`config.mk`:
```
export PLATFORM = sky130hd
export DESIGN_NAME = vend_ctrl_param
export DESIGN_NICKNAME = d
export VERILOG_FILES = /design/src/rtl/vend_ctrl_param.sv
export SDC_FILE = /design/constraint.sdc
export NUM_CORES = 1
export LEC_CHECK = 0
export CORE_UTILIZATION = 60
export DETAILED_ROUTE_END_ITERATION = 6
export DONT_BUFFER_PORTS = 1
export PLACE_DENSITY_LB_ADDON = 0.1
export RECOVER_POWER = 25
export SETUP_SLACK_MARGIN = 0.2
export SLEW_MARGIN = 30
export SYNTH_ARGS = -nofsm -noshare
export SYNTH_HDL_FRONTEND = slang
export SYNTH_SLANG_ARGS = --single-unit
```
`constraint.sdc`:
```
create_clock -name clk -period 5.9 [get_ports clk]
set_clock_uncertainty 0.2 [all_clocks]
set_input_delay 0.59 -clock clk [delete_from_list [all_inputs] [get_ports clk]]
set_output_delay 0.59 -clock clk [all_outputs]
set_load 0.01 [all_outputs]
```
`src/rtl/vend_ctrl_param.sv`:
```
// Coin-credit vending controller: accumulates credit against a configurable price,
// pulses a dispense strobe, and returns overpayment or refunds through a valid/ack handshake.
module vend_ctrl_param #(
  parameter int WIDTH      = 8,
  parameter int PRICE      = 80,
  parameter int MAX_CREDIT = 150,
  parameter int COIN1      = 10,
  parameter int COIN2      = 25,
  parameter int COIN3      = 50,
  parameter int CNT_W      = 16
) (
  input  logic             clk,
  input  logic             rst,
  input  logic [1:0]       i_sel,
  input  logic             i_coin_valid,
  input  logic             i_cancel,
  input  logic             i_change_ack,
  output logic [WIDTH-1:0] o_total,
  output logic             o_release,
  output logic [WIDTH-1:0] o_change,
  output logic             o_change_valid,
  output logic             o_coin_reject,
  output logic             o_busy,
  output logic [CNT_W-1:0] o_vend_count
);

  localparam logic [1:0] S_ACCUM  = 2'd0;
  localparam logic [1:0] S_VEND   = 2'd1;
  localparam logic [1:0] S_CHANGE = 2'd2;

  localparam logic [WIDTH-1:0] LP_COIN1   = WIDTH'(COIN1);
  localparam logic [WIDTH-1:0] LP_COIN2   = WIDTH'(COIN2);
  localparam logic [WIDTH-1:0] LP_COIN3   = WIDTH'(COIN3);
  localparam logic [WIDTH-1:0] LP_PRICE   = WIDTH'(PRICE);
  localparam logic [WIDTH:0]   LP_PRICE_X = (WIDTH+1)'(PRICE);
  localparam logic [WIDTH:0]   LP_MAX_X   = (WIDTH+1)'(MAX_CREDIT);

  logic [1:0]       r_state;
  logic [WIDTH-1:0] r_total;
  logic [WIDTH-1:0] r_change;
  logic             r_coin_reject;
  logic [CNT_W-1:0] r_vend_count;

  logic [WIDTH-1:0] w_coin_val;
  logic             w_coin;
  logic [WIDTH:0]   w_sum;
  logic [WIDTH-1:0] w_excess;

  always_comb begin
    case (i_sel)
      2'd1:    w_coin_val = LP_COIN1;
      2'd2:    w_coin_val = LP_COIN2;
      2'd3:    w_coin_val = LP_COIN3;
      default: w_coin_val = '0;
    endcase
  end

  // A strobe with sel=0 carries no coin: neither credited nor rejected.
  assign w_coin   = i_coin_valid && (i_sel != 2'd0);
  // One extra bit so an overflowing coin is detected rather than wrapped.
  assign w_sum    = {1'b0, r_total} + {1'b0, w_coin_val};
  assign w_excess = r_total - LP_PRICE;

  // NOTE: all state updates use non-blocking assignments so every register sees pre-edge values.
  always_ff @(posedge clk) begin
    if (rst) begin
      r_state       <= S_ACCUM;
      r_total       <= '0;
      r_change      <= '0;
      r_coin_reject <= 1'b0;
      r_vend_count  <= '0;
    end else begin
      r_coin_reject <= 1'b0;
      case (r_state)
        S_ACCUM: begin
          if (i_cancel) begin
            r_coin_reject <= w_coin;
            if (r_total != '0) begin
              r_change <= r_total;
              r_total  <= '0;
              r_state  <= S_CHANGE;
            end
          end else if (w_coin) begin
            if (w_sum > LP_MAX_X) begin
              r_coin_reject <= 1'b1;
            end else begin
              r_total <= w_sum[WIDTH-1:0];
              if (w_sum >= LP_PRICE_X) r_state <= S_VEND;
            end
          end
        end
        S_VEND: begin
          r_coin_reject <= w_coin;
          r_change      <= w_excess;
          r_total       <= '0;
          r_vend_count  <= r_vend_count + 1'b1;
          r_state       <= (w_excess != '0) ? S_CHANGE : S_ACCUM;
        end
        S_CHANGE: begin
          r_coin_reject <= w_coin;
          if (i_change_ack) begin
            r_change <= '0;
            r_state  <= S_ACCUM;
          end
        end
        default: r_state <= S_ACCUM;
      endcase
    end
  end

  assign o_total        = r_total;
  assign o_change       = r_change;
  assign o_coin_reject  = r_coin_reject;
  assign o_vend_count   = r_vend_count;
  assign o_release      = (r_state == S_VEND);
  assign o_busy         = (r_state != S_ACCUM);
  assign o_change_valid = (r_state == S_CHANGE);

endmodule

```
==> run_results.csv, run 1 <==
group,metric,value,unit
run_status,status,"finished clean",
power_and_ir_drop,p_int,400,uW
global_routing,track_usage,23.5,%
global_routing,overflow,0,
placed_design,dpl.hpwl,3120,um
worst_setup_path,worst_setup_path_start_kind,"input port",
floorplanning,core_area,3360,sq um
route,dr.pass1.iters,4,
worst_setup_path,arrival,2.97,ns
synth,yosys.area.top_type,"dfxtp_1",
floorplanning,num_rows,21,
clock_network,cts_tree,"yes",
worst_setup_path,cp_max_fo,14,
floorplanning,initial_core_util,62.8,%
clock_network,worstSkewPairLatency,0.34,ns
final_layout,drive_gt1_share,4.38,%
clock_network,cts_setup_buffers,0,
power_and_ir_drop,power.leakage,0.831,nW
floorplanning,die_y,61.3,um
route,vias,1694,
synth,synthCells,255,
final_layout,nets,277,
power_and_ir_drop,seqPwrFrac,43.8,%
synth,synth_edf_count,0,
power_and_ir_drop,clockPowerShare,20.4,%
floorplanning,io_pins,43,
timing,slew_headroom,49.8,%
route,drcViolationCount,0,
worst_setup_path,critical-path-max-stage-delay,0.45,ns
timing,timing.fmax,0.342,GHz
worst_setup_path,rr_startpoint,"o_total[0]$_SDFFE_PP0P_",
clock_network,holdBufCountCts,0,
worst_setup_path,rr_worst_depth,9,
synth,synth_area_per_cell,8.28,sq um
timing,hold_slack,0.0995,ns
route,wl_per_cell,14.1,um
worst_setup_path,cp_top_family,"adder cells",
synth,synth_top_flop_cell,"dfxtp_1",
placed_design,place_congestion,0.894,
global_routing,grt_max_degree,38,
synth,synth_xor_xnor_area_share,7.82,%
clock_network,clockBufferDepth,2,
clock_network,cts-buffers-inserted,5,
worst_hold_path,hold_depth,1,
worst_setup_path,reg2reg_slack,3.00,ns
power_and_ir_drop,p_sw_share,38.6,%
global_routing,antenna_found_initial,0,
synth,ys_ff_latch,35,
timing,worstMarginPinSlew,0.750,ns
worst_setup_path,crit_path_frequent_cell,"ha_1",
clock_network,clk_pin_slew_worst_paths,0.10,ns
placed_design,portBuffers,0,
worst_hold_path,hold_class,"input port to register",
final_layout,area_delta_synth_final,3.02,%
worst_setup_path,slowest_stage,"fa_1",
synth,synth_top_family_by_area,"simple AND/OR/NAND/NOR gates",
worst_setup_path,end_kind,"register",
synth,synth-async-reset-ratio,0,%
run,cap_viol_max_count,0,
route,wirelength,4190,um
placed_design,post-place-ws,2.64,ns
timing,worst_slack,2.97,ns
clock_network,numClockSinks,35,
worst_hold_path,min_to,"o_vend_count[5]$_SDFFE_PP0P_",
synth,ys_seq_area_share,33.2,%
clock_network,cts_resized,0,
worst_hold_path,min_from,"rst",
timing,min_period,2.93,ns
timing,slew_viol_final,0,
synth,netlist_area,2110,sq um
synth,ys_top_cells_by_area,"dfxtp_1, ha_1, nor2_1",
clock_network,cts-root-buf,"clkbuf_4",
timing,hold_viol,0,
synth,synth_simple_gate_area_share,24.8,%
worst_setup_path,required,5.94,ns
final_layout,antenna_cells,0,
route,dr.first_iter.drc_count,100,
power_and_ir_drop,powerDensity,300,nW/um^2
synth,yosysTopAreaCellShare,33.2,%
route,antenna_left,0,
timing,fin_crit_sh,49.6,%
power_and_ir_drop,peakVddDrop,254,uV
final_layout,final_common_cell,"nor2_1",
global_routing,grt_pass1_wl,6400,um
worst_setup_path,crit_type,"input port to register",
worst_setup_path,rr_endpoint,"o_total[3]$_SDFFE_PP0P_",
timing,rsz0062_at_grt,"no",
timing,tns,0,ns
timing,setup_viol,0,
synth,synth.mux.area_fraction,1.42,%
worst_setup_path,crit_buf_inv,1,
power_and_ir_drop,pwr-share-comb,35.8,%
final_layout,mostFrequentLayoutCells,"nor2_1, dfxtp_1, a21oi_1, ha_1, nand3_1",
floorplanning,dieWidth,61.3,um
synth,synth_fp_nets,281,
clock_network,h-tree-depth,2,
power_and_ir_drop,p_switching,251,uW
synth,synth.distinct_cells,47,
synth,synth_compound_area_share,17.0,%
route,via_per_inst,5.70,
synth,yosysWarnings,0,
floorplanning,die_area,3760,sq um
synth,synthAdderAreaFrac,11.6,%
global_routing,grt_pass1_vias,1511,
worst_setup_path,crit_chain,"inv_1, ha_1, ha_1, fa_1, and4_1, o22a_1, xnor2_2, nand4b_4, a31oi_4, mux2i_1, nor2_1",
==> synth_stat cells (all sizes together) (2+ instances only) <==
master and instances:
a211oi 3, a21oi 20, a2bb2oi 2, a311oi 2, a31oi 4, and3 5, buf 3, clkbuf 8
dfxtp 35, ha 18, inv 10, mux2i 3, nand2 15, nand2b 10, nand3 17, nand3b 2
nand4 4, nand4b 2, nor2 36, nor2b 3, nor3 4, o21ai 11, o221ai 2, o31ai 2
or3 2, xnor2 7, xor2 11
==> final cells by class <==
type                       instances  area [sq um]
fill                             312          1190
sequential                        35           701
clock inverter                     1          5.00
clock buffer                       6          51.3
inverter                          10          37.5
multi-input combinational        199          1320
tap                               46          57.6
==> worst max-delay path by stage <==
stage	start	end	slack, ns	cells after the start
2_1_floorplan	i_sel[0]	o_total[6]$_SDFFE_PP0P_	2.81	12
3_3_place_gp	i_sel[0]	o_total[6]$_SDFFE_PP0P_	2.68	11
3_5_place_dp	i_sel[0]	o_total[6]$_SDFFE_PP0P_	2.64	11
4_1_cts	i_sel[0]	o_total[3]$_SDFFE_PP0P_	2.99	11
5_1_grt	i_sel[0]	o_total[2]$_SDFFE_PP0P_	2.76	11
6_report	i_sel[0]	o_total[3]$_SDFFE_PP0P_	2.97	11
==> sequential cells by signal (all words and copies together), names as in the netlist <==
register	flops
r_state	2
o_vend_count	16
o_coin_reject	1
o_change	8
o_total	8
==> per-layer routing <==
metal,wire length [um],vias up,GRT usage [%]
li1,-,888,-
met3,322,8,7.14
met1,1980,754,30.5
met5,0,-,0
met4,71,0,9.74
met2,1820,44,36.2
==> power groups by stage <==
stage / sequential, mW / combinational [mW] / clock, mW
detailed placement: 0.291 / 0.232 / 0
CTS: 0.286 / 0.233 / 0.135
floorplan: 0.284 / 0.204 / 0
finish: 0.285 / 0.234 / 0.133
global placement: 0.290 / 0.226 / 0
global route: 0.289 / 0.263 / 0.144
==> kinds of logic after synthesis <==
family | count (synthesis)
flip-flops | 35
adder cells (fa/ha/maj) | 19
buffers and inverters | 21
multiplexers | 3
XOR/XNOR | 18
AND/OR/NAND/NOR | 104
AO/OA/AOI/OAI | 55
==> worst register-to-register path: stages (launching register included) <==
cell and delay [ns]:
dfxtp_1 0.40, ha_1 0.27, fa_1 0.45, and4_1 0.23, o22a_1 0.20, xnor2_2 0.25, nand4b_4 0.15, a31oi_4 0.37
mux2i_1 0.24, nor2_1 0.05
==> through the flow <==
stage                     instance area [sq um]  util (%)  power (mW)  instances
after floorplan                            2110         -       0.488        255
after global placement                     2120      63.0       0.517        290
after detailed placement                   2120      63.0       0.523        290
after CTS                                  2170      64.7       0.654        297
after global routing                       2170      64.7       0.697        297
final                                      2170      64.7       0.652        297
Note: power is estimated with default switching activity, not from simulation.
==> inputs of run 2 (changes only) <==
clock period = 2.8 ns   (was 5.9 ns; I/O delays follow)
==> run_results.csv, run 2 (same netlist as run 1, synthesis figures left out) <==
group,metric,value,unit
run_status,status,"finished, violations left",
run_status,violations,"negative hold slack",
global_routing,grt_pass1_vias,1730,
worst_setup_path,cp_top_family,"compound AO/OA/AOI/OAI gates",
timing,min_period,2.64,ns
power_and_ir_drop,peakVddDrop,444,uV
route,via_per_inst,5.90,
timing,setup_viol,0,
final_layout,fillers,262,
floorplanning,initial_core_util,62.8,%
floorplanning,io_pins,43,
global_routing,grt_max_degree,38,
route,dr.pass1.iters,4,
worst_setup_path,crit_chain,"ha_4, fa_2, and4_1, o22a_1, xnor2_2, buf_4, a21oi_2, o31a_1, a21oi_2, a211oi_2",
timing,slew_headroom,66.5,%
floorplanning,core_area,3360,sq um
power_and_ir_drop,power.leakage,1.01,nW
power_and_ir_drop,p_switching,608,uW
timing,rsz0062_at_grt,"yes",
clock_network,holdBufCountCts,14,
global_routing,antenna_found_initial,0,
worst_hold_path,hold_depth,1,
worst_setup_path,crit_type,"register to register",
worst_setup_path,reg2reg_slack,0.16,ns
clock_network,numClockSinks,35,
placed_design,dpl.hpwl,3360,um
worst_hold_path,hold_class,"input port to register",
clock_network,cts-root-buf,"clkbuf_4",
placed_design,post-place-ws,0.000566,ns
clock_network,cts_tree,"yes",
placed_design,placedInstanceArea,2280,sq um
route,wl_per_cell,15.5,um
power_and_ir_drop,powerDensity,603,nW/um^2
floorplanning,die_area,3760,sq um
worst_setup_path,crit_buf_inv,1,
worst_setup_path,slowest_stage,"fa_2",
clock_network,clockBufferDepth,2,
timing,slew_viol_final,0,
global_routing,overflow,0,
timing,worstMarginPinSlew,0.501,ns
final_layout,final_common_cell,"nor2_1",
worst_setup_path,rr_worst_depth,10,
power_and_ir_drop,pwr-share-comb,43.2,%
run,cap_viol_max_count,0,
worst_hold_path,min_from,"rst",
floorplanning,dieWidth,61.3,um
timing,timing.fmax,0.379,GHz
power_and_ir_drop,p_int,934,uW
timing,hold_slack,-0.206,ns
global_routing,grt_pass1_wl,7600,um
route,drcViolationCount,0,
final_layout,drive_gt1_share,17.3,%
clock_network,h-tree-depth,2,
placed_design,portBuffers,0,
route,wirelength,5100,um
worst_hold_path,min_to,"o_change[5]$_SDFFE_PP0P_",
route,antenna_left,0,
worst_setup_path,rr_startpoint,"o_total[0]$_SDFFE_PP0P_",
worst_setup_path,end_kind,"register",
clock_network,cts-buffers-inserted,5,
worst_setup_path,critical-path-max-stage-delay,0.37,ns
worst_setup_path,cp_max_fo,4,
final_layout,largest_register_ffs,16,
floorplanning,num_rows,21,
worst_setup_path,required,2.83,ns
worst_setup_path,arrival,2.67,ns
global_routing,track_usage,27.4,%
worst_setup_path,worst_setup_path_start_kind,"register",
clock_network,clk_pin_slew_worst_paths,0.11,ns
route,dr.first_iter.drc_count,144,
worst_setup_path,crit_path_frequent_cell,"a21oi_2",
placed_design,place_congestion,0.839,
final_layout,nets,309,
final_layout,final_cell_area,2560,sq um
clock_network,worstSkewPairLatency,0.34,ns
worst_setup_path,rr_endpoint,"r_state[0]$_SDFFE_PP0P_",
timing,worst_slack,0.164,ns
final_layout,area_delta_synth_final,21.2,%
power_and_ir_drop,seqPwrFrac,38.4,%
timing,tns,0,ns
worst_setup_path,cp.depth,10,
power_and_ir_drop,power,1.54,mW
final_layout,post-route-util,76.1,%
placed_design,dp_cells,305,
final_layout,fin_cells,329,
final_layout,mostFrequentLayoutCells,"nor2_1, dfxtp_1, nand3_1, a21oi_1, buf_4",
power_and_ir_drop,clockPowerShare,18.3,%
route,vias,1941,
final_layout,antenna_cells,0,
power_and_ir_drop,p_sw_share,39.4,%
timing,hold_viol,22,
floorplanning,die_y,61.3,um
timing,fin_crit_sh,94.1,%
[run 2: worst reg2reg max path, stage by stage, from the launching register on]
cell      delay, ns
dfxtp_2        0.35
ha_4           0.16
fa_2           0.37
and4_1         0.20
o22a_1         0.21
xnor2_2        0.26
buf_4          0.18
a21oi_2        0.03
o31a_1         0.32
a21oi_2        0.20
a211oi_2       0.05
[run 2: layer usage]
layer	vias up	global-route usage, %	part of all wire, %
li1	955	-	-
met1	912	34.6	40
met2	68	45.7	51
met3	6	7.77	7.5
met4	0	7.47	0.80
met5	-	0	0
[run 2: worst max path at each step]
| stage | startpoint | end |
|---|---|---|
| floorplan | i_sel[0] | o_total[6]$_SDFFE_PP0P_ |
| global placement | i_sel[1] | o_total[3]$_SDFFE_PP0P_ |
| detailed placement | i_sel[1] | o_total[3]$_SDFFE_PP0P_ |
| CTS | o_total[0]$_SDFFE_PP0P_ | o_total[3]$_SDFFE_PP0P_ |
| global route | o_total[0]$_SDFFE_PP0P_ | o_total[3]$_SDFFE_PP0P_ |
| finish | o_total[0]$_SDFFE_PP0P_ | r_state[0]$_SDFFE_PP0P_ |
[run 2: repair_timing]
item                       CTS  global route
hold endpoints to repair    35            22
pin swaps                    2             6
setup endpoints to repair    8            14
resized for setup            4            11
cloned                       1             0
buffers inserted             0             2
[run 2: power by group through the flow]
| stage | logic, mW | clock network [mW] | registers (mW) |
|---|---|---|---|
| finish | 0.666 | 0.283 | 0.593 |
| global route | 0.725 | 0.310 | 0.598 |
| CTS | 0.613 | 0.281 | 0.590 |
| detailed placement | 0.576 | 0 | 0.601 |
| global placement | 0.561 | 0 | 0.601 |
| floorplan | 0.434 | 0 | 0.599 |
[run 2: final cells by class]
type                            count  area (sq um)  share of cell area, %
Sequential cell                    35           702                   27.4
Clock buffer                        6          51.3                   2.00
Clock inverter                      1          5.00                  0.196
Inverter                           10          52.6                   2.05
Multi-Input combinational cell    200          1420                   55.5
Timing Repair Buffer               31           272                   10.6
Tap cell                           46          57.6                   2.25
==> inputs of run 3 (changes only) <==
PLACE_DENSITY = 0.74   (was default)
PLACE_DENSITY_LB_ADDON = default   (was 0.1)
==> run_results.csv, run 3 (same netlist as run 1, synthesis figures left out) <==
group,metric,value,unit
run_status,status,"finished, violations left",
run_status,violations,"negative hold slack",
global_routing,grt_pass1_wl,7510,um
route,wl_per_cell,15.6,um
final_layout,drive_gt1_share,18.1,%
worst_setup_path,critical-path-max-stage-delay,0.37,ns
floorplanning,initial_core_util,62.8,%
final_layout,fin_cells,333,
clock_network,worstSkewPairLatency,0.33,ns
placed_design,portBuffers,0,
clock_network,numClockSinks,35,
route,antenna_left,0,
power_and_ir_drop,peakVddDrop,417,uV
power_and_ir_drop,power.leakage,1.03,nW
worst_setup_path,arrival,2.71,ns
global_routing,antenna_found_initial,0,
timing,slew_viol_final,0,
final_layout,nets,313,
clock_network,h-tree-depth,2,
timing,hold_viol,20,
floorplanning,die_y,61.3,um
route,wirelength,5210,um
global_routing,track_usage,27.3,%
route,dr.first_iter.drc_count,196,
global_routing,grt_max_degree,38,
timing,fin_crit_sh,95.2,%
timing,tns,0,ns
worst_hold_path,hold_class,"input port to register",
clock_network,cts-buffers-inserted,5,
route,vias,1959,
floorplanning,dieWidth,61.3,um
final_layout,largest_register_ffs,16,
placed_design,place_congestion,0.854,
clock_network,cts-root-buf,"clkbuf_4",
placed_design,dpl.hpwl,3350,um
timing,rsz0062_at_grt,"yes",
power_and_ir_drop,powerDensity,591,nW/um^2
route,drcViolationCount,0,
route,dr.pass1.iters,4,
placed_design,dp_cells,305,
route,via_per_inst,5.88,
timing,setup_viol,0,
run,cap_viol_max_count,0,
floorplanning,num_rows,21,
timing,worstMarginPinSlew,0.497,ns
worst_setup_path,crit_chain,"ha_4, fa_2, and4_4, o22a_1, and3_4, nand4b_4, buf_4, a31oi_4, nand4b_1, a31oi_1",
worst_setup_path,slowest_stage,"fa_2",
timing,min_period,2.67,ns
floorplanning,die_area,3760,sq um
worst_setup_path,end_kind,"register",
final_layout,antenna_cells,0,
worst_setup_path,crit_type,"register to register",
floorplanning,core_area,3360,sq um
global_routing,overflow,0,
worst_setup_path,worst_setup_path_start_kind,"register",
timing,slew_headroom,66.8,%
final_layout,area_delta_synth_final,23.7,%
clock_network,clockBufferDepth,2,
clock_network,clk_pin_slew_worst_paths,0.11,ns
clock_network,cts_tree,"yes",
global_routing,grt_pass1_vias,1737,
timing,hold_slack,-0.193,ns
floorplanning,io_pins,43,
worst_setup_path,cp_max_fo,5,
worst_setup_path,required,2.85,ns
timing,timing.fmax,0.375,GHz
final_layout,mostFrequentLayoutCells,"nor2_1, dfxtp_1, buf_4, a21oi_1, nand3_1",
==> run 3: cell count changes in the layout (fill, tap and decap cells not counted), moves of 2 or more <==
cell / delta
buf_4: +3
dlygate4sd3_1: +2
ha_4: +2
nand2_1: +2
nand2_2: -2
nor2_1: -2
nor2_2: +2
==> run 3: layout make-up <==
class / instances / area (sq um)
clock buffer: 6 / 51.3
clock inverter: 1 / 5.00
fill: 258 / 752
inverter: 10 / 52.6
multi-input combinational: 200 / 1440
sequential: 35 / 703
tap: 46 / 57.6
timing repair buffer: 35 / 303
==> run 3: final timing paths <==
check,from,to,depth (start not counted),slack [ns]
max,o_total[0]$_SDFFE_PP0P_,o_total[2]$_SDFFE_PP0P_,10,0.13
max reg2reg,o_total[0]$_SDFFE_PP0P_,o_total[2]$_SDFFE_PP0P_,10,0.13
min reg2reg,o_change[1]$_SDFFE_PP0P_,o_change[1]$_SDFFE_PP0P_,2,0.32
min,rst,o_change[5]$_SDFFE_PP0P_,1,-0.19
==> run 3: per-layer routing <==
metal,GRT usage (%),up-vias,share of wire [%]
li1,-,964,-
met1,35.6,919,42
met2,43.9,71,50
met3,9.24,5,7.7
met4,5.84,0,0.77
met5,0,-,0
==> run 3: power breakdown <==
group	total (mW)	leakage [nW]	switching, mW	internal [mW]
registers	0.597	0.284	0.0571	0.540
logic	0.667	0.712	0.377	0.290
clock network	0.281	0.0341	0.164	0.116
total	1.54	1.03	0.598	0.946
==> run 3: critical path: cells and delay by family (launching register included) <==
kind / cells / cell delay, ns
flops: 1 / 0.35
fa+ha+maj: 2 / 0.54
simple gates: 4 / 0.73
buf+inv: 1 / 0.17
compound gates: 3 / 0.59
==> run 3: per-stage QoR <==
step,instance area [sq um],worst slack [ns],util [%],total power [mW]
5_1_grt,2610,0.0576,77.6,1.65
6_report,2610,0.135,77.6,1.54
4_1_cts,2500,0.200,74.3,1.47
3_3_place_gp,2280,0.0788,67.7,1.16
2_1_floorplan,2160,0.108,-,1.03
3_5_place_dp,2280,0.0692,67.7,1.17
==> run 3: timing repair <==
action,4_1_cts,5_1_grt
endpoints found under the hold margin,35,21
gates resized for setup,1,16
pin swaps,1,11
cloned,1,0
setup buffers,0,4
hold buffers,15,1
setup endpoints to repair,5,17
